**config.mk**
```make
export PLATFORM = sky130hd
export DESIGN_NAME = fetch_stage
export DESIGN_NICKNAME = d
export VERILOG_FILES = /design/src/rtl/fetch_stage.sv
export SDC_FILE = /design/constraint.sdc
export NUM_CORES = 1
export LEC_CHECK = 0
export ABC_AREA = 1
export BUFFER_PORTS_ARGS = -buffer_cell sky130_fd_sc_hd__buf_2
export CAP_MARGIN = 15
export CORE_AREA = 8 8 161 163
export DETAILED_ROUTE_END_ITERATION = 16
export DIE_AREA = 0 0 169 171
export GPL_TIMING_DRIVEN = 0
export PLACE_DENSITY = 0.56
export SYNTH_ARGS = -nofsm -noshare
export SYNTH_HDL_FRONTEND = slang
export SYNTH_SLANG_ARGS = --single-unit
```
**constraint.sdc**
```tcl
create_clock -name clk -period 4.01 [get_ports clk]
set_input_delay 0 -clock clk [delete_from_list [all_inputs] [get_ports clk]]
set_output_delay 0 -clock clk [all_outputs]
set_load 0.005 [all_outputs]
```
**src/rtl/fetch_stage.sv**
```systemverilog
// MIPS instruction fetch + IF/ID register: one edge from imem_data to if_id_instr.
// Priority per edge: redirect (flush) > stall (hold) > imem miss (bubble) > normal fetch.
module fetch_stage #(
  parameter int                DATA_W   = 32,
  parameter logic [DATA_W-1:0] PC_RESET = 32'h0000_0000
) (
  input  logic              clk,
  input  logic              reset,
  input  logic              stall,
  input  logic              branch_taken,
  input  logic [DATA_W-1:0] branch_target,
  input  logic              jump,
  input  logic [DATA_W-1:0] jump_target,
  output logic [DATA_W-1:0] imem_addr,
  input  logic [DATA_W-1:0] imem_data,
  input  logic              imem_ready,
  output logic [DATA_W-1:0] pc,
  output logic [DATA_W-1:0] if_id_instr,
  output logic [DATA_W-1:0] if_id_pc4,
  output logic              if_id_valid,
  output logic [15:0]       if_id_imm16,
  output logic [DATA_W-1:0] fetch_count
);

  logic [DATA_W-1:0] pc_q, pc_d;
  logic [DATA_W-1:0] instr_q, instr_d;
  logic [DATA_W-1:0] pc4_q, pc4_d;
  logic              valid_q, valid_d;
  logic [DATA_W-1:0] cnt_q, cnt_d;

  logic              redirect;
  logic [DATA_W-1:0] target;
  logic [DATA_W-1:0] pc_plus4;

  assign redirect = branch_taken | jump;
  // Branch wins when ID reports both in the same cycle.
  assign target   = branch_taken ? branch_target : jump_target;
  assign pc_plus4 = pc_q + DATA_W'(4);

  always_comb begin
    pc_d    = pc_q;
    instr_d = instr_q;
    pc4_d   = pc4_q;
    valid_d = valid_q;
    cnt_d   = cnt_q;
    if (redirect) begin
      pc_d    = {target[DATA_W-1:2], 2'b00};
      instr_d = '0;
      pc4_d   = '0;
      valid_d = 1'b0;
    end else if (stall) begin
      pc_d = pc_q;
    end else if (!imem_ready) begin
      // Re-present the same address; pc4 keeps its last value.
      instr_d = '0;
      valid_d = 1'b0;
    end else begin
      pc_d    = pc_plus4;
      instr_d = imem_data;
      pc4_d   = pc_plus4;
      valid_d = 1'b1;
      cnt_d   = cnt_q + DATA_W'(1);
    end
  end

  always_ff @(posedge clk or posedge reset) begin
    if (reset) begin
      pc_q    <= PC_RESET;
      instr_q <= '0;
      pc4_q   <= '0;
      valid_q <= 1'b0;
      cnt_q   <= '0;
    end else begin
      pc_q    <= pc_d;
      instr_q <= instr_d;
      pc4_q   <= pc4_d;
      valid_q <= valid_d;
      cnt_q   <= cnt_d;
    end
  end

  assign pc          = pc_q;
  assign imem_addr   = pc_q;
  assign if_id_instr = instr_q;
  assign if_id_pc4   = pc4_q;
  assign if_id_valid = valid_q;
  assign if_id_imm16 = instr_q[15:0];
  assign fetch_count = cnt_q;

endmodule

```
==> impl_results.md, run 1 <==
* Slew headroom at 44.5%
* Total GRT Usage at 18.2%
* Post-synth EDFFs at 0
* Drt pass-1 iters at 5
* Vias at 7180
* Core area at 0.0233 mm2
* TritonCTS Buffers at 17
* Post-synthesis compound-gate area fraction at 13.6%
* Crit path launch type: flip-flop
* Crit path DAT at 2410 ps
* Most frequent cells in the layout: 278 x buf_2, 190 x nand2_1, 126 x dfrtp_1
* Vias in the first global route at 7273
* Outcome: completed
* Final nets at 1326
* Max Fanout on Critical Path at 6
* Post-layout total power at 3.75 mW
* #FFs+latches synth at 126
* Minimum clock period at 2060 ps
* Vias/cell at 4.62
* Synthesized cell area at 0.00686 mm2
* # clock sinks at 126
* Synth area leaders: dfrtp_1 46%, nand2_1 10%, nor2_1 6.4%, buf_4 5.9%, a32o_1 4.7%
* Skew final at 14.0 ps
* Routed wire length at 26.3 mm
* Synth Instances at 838
* Root buf cell: clkbuf_16
* Top Ports at 279
* Largest area contributor in the netlist: dfrtp_1
* Setup-failing EPs final at 0
* Hold_buf cts at 93
* Proportion of synthesized area in mux cells at 0%
* CTS tree: built
* Simple-gate share of the synthesized area at 24.7%
* Htree depth at 4
* CP required at 4360 ps
* First-pass GRT wire length at 41.2 mm
* Die extent in y at 171 um
* Bufs on Longest Clock Path at 2
* Fmax at 0.485 GHz
* Final hold slack at 65.4 ps
* Pin count of the biggest net entering global routing at 71
* Layout cell share with drive strength beyond 1 at 31.9%
* DRT iter0 DRCs at 440
* Pwr/cell area at 369 mW/mm2
* Grt ovf at 0
* Die X-Extent at 169 um
* Area delta synth->final at 48.2%
* Synth unique cells at 36
* Final Max Slew Viols at 0
* Top-area cell type share of the netlist area at 46.0%
* Most common cell after layout, fill and taps aside: buf_2
* Crit end category: flip-flop
* Asr flop ratio synth at 100%
* Initial antenna violation count at 0
* Initial Util at 29.5%
* RSZ-0062 raised after global routing: no
* Worst-Margin Slew at 833 ps
* Post-CTS setup buffers at 0
* Num rows at 56
* Hold Violations, Final at 0
* Worst min-delay path class: primary input to flip-flop
* Residual DRC count at 0
* Max_cap viols at 0
* Adder-cell share of the synthesized area at 0.365%
* Synth warnings at 0
* Final period util at 51.4%
* WL/cell at 16.9 um
* Post-Syn Area per Cell at 8.19 um2
* Die area at 0.0289 mm2
* Post-DP HPWL at 19.6 mm
* Main flop type after synthesis: dfrtp_1
* CTS clock-pin slew for the worst setup and hold paths at 60 ps
* Final ANT Viol Nets at 0
* Post-synthesis sequential area ratio at 46.0%
* Leakage power at 5.24 nW
* Worst skew pair latency at 430 ps
* Peak supply drop at 0.208 mV
* Xor/xnor share of the synthesized area at 3.19%
* Global placement routability congestion at 0.936
* Layout fillers at 2356
* IO buf count at 268
* Crit path kind: flip-flop to flip-flop
* Cts repair resizes at 0
* Largest family of logic cells by synthesized area: simple AND/OR/NAND/NOR gates
-- worst max-delay path, cell delays in order (launching register included) --
cell and delay [ps]:
dfrtp_1 460, ha_1 210, nand2_1 100, nor2_1 210, nand2_2 150, nor2_1 380, nand2_1 100, nand2_1 70
nand3_1 110, o21ai_0 190
-- cells in the mapped netlist (12+ instances only) --
| master | number |
|---|---|
| clkbuf_1 | 12 |
| o21ai_0 | 30 |
| nor2_1 | 117 |
| a32o_1 | 32 |
| a21oi_1 | 27 |
| o31ai_1 | 12 |
| dfrtp_1 | 126 |
| buf_4 | 54 |
| nand2_1 | 190 |
| xor2_1 | 16 |
| nand3_1 | 44 |
| inv_1 | 69 |
-- state kept, by name, indices dropped and copies added (netlist names) --
name	flops
if_id_pc4	31
fetch_count	32
imem_addr	30
if_id_instr	32
if_id_valid	1
-- final cells by class --
class                   count  area [um2]  share of cell area (%)
repair buffers            362        2300                    22.6
multi-input cells         558        2890                    28.4
clock inverters            13         138                    1.35
flip-flops and latches    126        3150                    31.0
well taps                 319         399                    3.93
inverters                  72         275                    2.71
plain buffers              85         557                    5.48
clock buffers              19         453                    4.45
diodes                      1        2.50                  0.0246
-- power by group --
group | leakage (nW) | internal (mW) | switching, mW
registers | 1.65 | 1.36 | 0.124
clock network | 0.286 | 0.949 | 0.624
logic | 3.31 | 0.354 | 0.338
total | 5.24 | 2.66 | 1.09
-- logic make-up (layout without fill, tap and decap cells) --
group / Yosys count / after routing
simple gates: 393 / 393
xor+xnor: 25 / 25
other cells: 1 / 5
flops: 126 / 126
compound gates: 134 / 134
fa+ha+maj: 2 / 2
buf+inv: 157 / 551
-- through the flow --
step                      instances  TNS [ps]  instance area, um2  util (%)  worst slack (ps)
after detailed placement       1429         0                8640      37.2              1980
after global routing           1554         0               10200      43.7              1730
final                          1555         0               10200      43.7              1950
after CTS                      1554         0               10200      43.7              1980
after global placement         1428   -144910                8610      37.0             -1160
after floorplan                 841         0                6870         -               654
-- path summary, 6_finish.rpt --
path                                  from         endpoint  slack (ps)  cells after the start
min in group asynchronous            reset  if_id_instr[10]         180                      3
hold / removal                       stall  if_id_instr[30]          70                      2
setup reg to reg              imem_addr[3]    if_id_pc4[30]        1950                      9
max in group asynchronous            reset   if_id_instr[6]        3050                      4
setup / recovery              imem_addr[3]    if_id_pc4[30]        1950                      9
hold reg to reg            fetch_count[31]  fetch_count[31]         480                      1
-- layer usage --
| metal | vias to the layer above | routed length, um | GRT usage [%] |
|---|---|---|---|
| li1 | 3499 | - | - |
| met2 | 262 | 12100 | 28.8 |
| met3 | 34 | 2070 | 5.19 |
| met1 | 3385 | 11600 | 23.3 |
| met4 | 0 | 610 | 6.81 |
| met5 | - | 0 | 0 |
(Power assumes the default switching activity.)
==> run 2, diff against run 1 <==
==> constraint.sdc (replaced) <==
create_clock -name clk -period 2.1 [get_ports clk]
set_input_delay 0 -clock clk [delete_from_list [all_inputs] [get_ports clk]]
set_output_delay 0 -clock clk [all_outputs]
set_load 0.005 [all_outputs]
==> run 2 against run 1 <==
  * Combinational power is 94% higher
  * First-iteration DRC count is 3.4% higher
  * Die area stayed put
  * Clock power is 72% higher
  * Utilization is 0.10 points lower
  * Non-clock buffer count is 1 higher
  * Final cell count stayed put
  * Total power is 83% higher
  * Critical path type unchanged
  * Critical endpoint is now if_id_pc4[28]
==> impl_results.md, run 2 (synthesis gave the netlist of run 1 again) <==
* Crit end category: flip-flop
* Initial Util at 29.5%
* IO buf count at 268
* ANT cells at 0
* Total GRT Usage at 18.2%
* Worst min-delay path class: primary input to flip-flop
* R2R cell count at 9
* Slew headroom at 43.2%
* Layout fillers at 2362
* Buffer and inverter count on the worst path at 0
* Post-route cell area at 0.0101 mm2
* Die extent in y at 171 um
* Num rows at 56
* Top Ports at 279
* Crit path DAT at 2310 ps
* Worst-Margin Slew at 850 ps
* Pwr/cell area at 677 mW/mm2
* WP depth at 9
* Minimum clock period at 1980 ps
* Pin count of the biggest net entering global routing at 40
* Most frequent cells in the layout: 278 x buf_2, 190 x nand2_1, 126 x dfrtp_1
* Post-DP HPWL at 19.6 mm
* Die area at 0.0289 mm2
* Post-Layout Cell Count at 1555
* Skew final at 9.66 ps
* Bufs on Longest Clock Path at 2
* Critical path cell sequence: ha_1, nand2_1, nor2_1, nand2_2, nor2_2, nand2_1, nand2_1, nand3_1, o21ai_0
* Cells after DPL at 1431
* Initial antenna violation count at 1
* Util after Layout at 43.6%
* Hold path cells at 5
* Fmax at 0.506 GHz
* Area delta synth->final at 47.9%
* Post-CTS setup buffers at 0
* Max_cap viols at 0
* CP required at 2430 ps
* Leakage power at 5.22 nW
* Vias at 7203
* Setup-failing EPs final at 0
* Core area at 0.0233 mm2
* Crit path kind: flip-flop to flip-flop
* Layout cell share with drive strength beyond 1 at 32.0%
* Max Fanout on Critical Path at 6
* First-pass GRT wire length at 41.6 mm
* Placed cell area at 0.00868 mm2
* Setup WS pre-CTS at 76.6 ps
* Worst skew pair latency at 420 ps
* WL/cell at 16.9 um
* Vias in the first global route at 7339
* Final Max Slew Viols at 0
* TritonCTS Buffers at 17
* Fin worst setup slack at 123 ps
* Drt pass-1 iters at 6
* RSZ-0062 raised after global routing: yes
* CTS clock-pin slew for the worst setup and hold paths at 60 ps
* Htree depth at 4
* Routed wire length at 26.3 mm
* Hold Violations, Final at 0
* Outcome: completed
* Die X-Extent at 169 um
* Crit-path most repeated cell: nand2_1
* Root buf cell: clkbuf_16
* Grt ovf at 0
* Final period util at 94.2%
* Crit path launch type: flip-flop
* Most common cell after layout, fill and taps aside: buf_2
* Residual DRC count at 0
* Peak supply drop at 0.302 mV
* Final ANT Viol Nets at 0
* Final nets at 1327
* Vias/cell at 4.63
* Global placement routability congestion at 0.890
* CP top delay family: simple AND/OR/NAND/NOR gates
* # clock sinks at 126
* CTS tree: built
* DRT iter0 DRCs at 455
* Slowest cell delay on critical path at 460 ps
* Worst path slowest cell: dfrtp_1
run 2: worst register-to-register path, delay by kind of cell (launching register included):
family,cells,cell delay (ps)
compound gates,1,220
simple gates,7,1000
flops,1,460
fa+ha+maj,1,210
run 2: repair_timing:
item / 4_1_cts / 5_1_grt
hold endpoints to repair: 92 / 0
gates resized for setup: 0 / 3
hold buffers: 92 / 0
endpoints found under the setup margin: 0 / 8
run 2: final timing paths:
path                       slack, ps              start         endpoint
max                              120       imem_addr[3]    if_id_pc4[28]
min                               20  branch_target[29]    imem_addr[29]
max reg2reg                      120       imem_addr[3]    if_id_pc4[28]
min reg2reg                      480    fetch_count[31]  fetch_count[31]
max in group asynchronous       1130              reset   fetch_count[7]
min in group asynchronous        300              reset     if_id_pc4[1]
run 2: layout make-up:
| cell class | instances | area [um2] | share of cell area, % |
|---|---|---|---|
| inverter | 72 | 274 | 2.70 |
| multi-input combinational | 558 | 2900 | 28.6 |
| buffer | 85 | 557 | 5.49 |
| clock buffer | 22 | 464 | 4.58 |
| timing repair buffer | 363 | 2330 | 23.0 |
| clock inverter | 10 | 66.3 | 0.654 |
| tap | 319 | 399 | 3.93 |
| sequential | 126 | 3150 | 31.1 |
run 2: metrics by stage:
step / TNS, ps / hold slack, ps / total power, mW
finish: 0 / 22.7 / 6.87
global route: -12.4 / 72.6 / 7.23
CTS: 0 / 5.91 / 6.96
detailed placement: 0 / 216 / 4.06
global placement: -55890 / 218 / 4.03
floorplan: 0 / 133 / 3.43
run 2: per-layer routing:
layer  GRT usage [%]  share of wire [%]  vias to the layer above
li1                -                  -                     3487
met1            23.0                 43                     3397
met2            29.7                 47                      275
met3            4.82                7.5                       42
met4            6.73                2.4                        2
met5               0              0.049                        -
run 2: power breakdown:
part / internal (mW) / total [mW] / switching (mW)
combinational: 0.680 / 1.34 / 0.655
clock: 1.56 / 2.70 / 1.14
sequential: 2.60 / 2.84 / 0.241
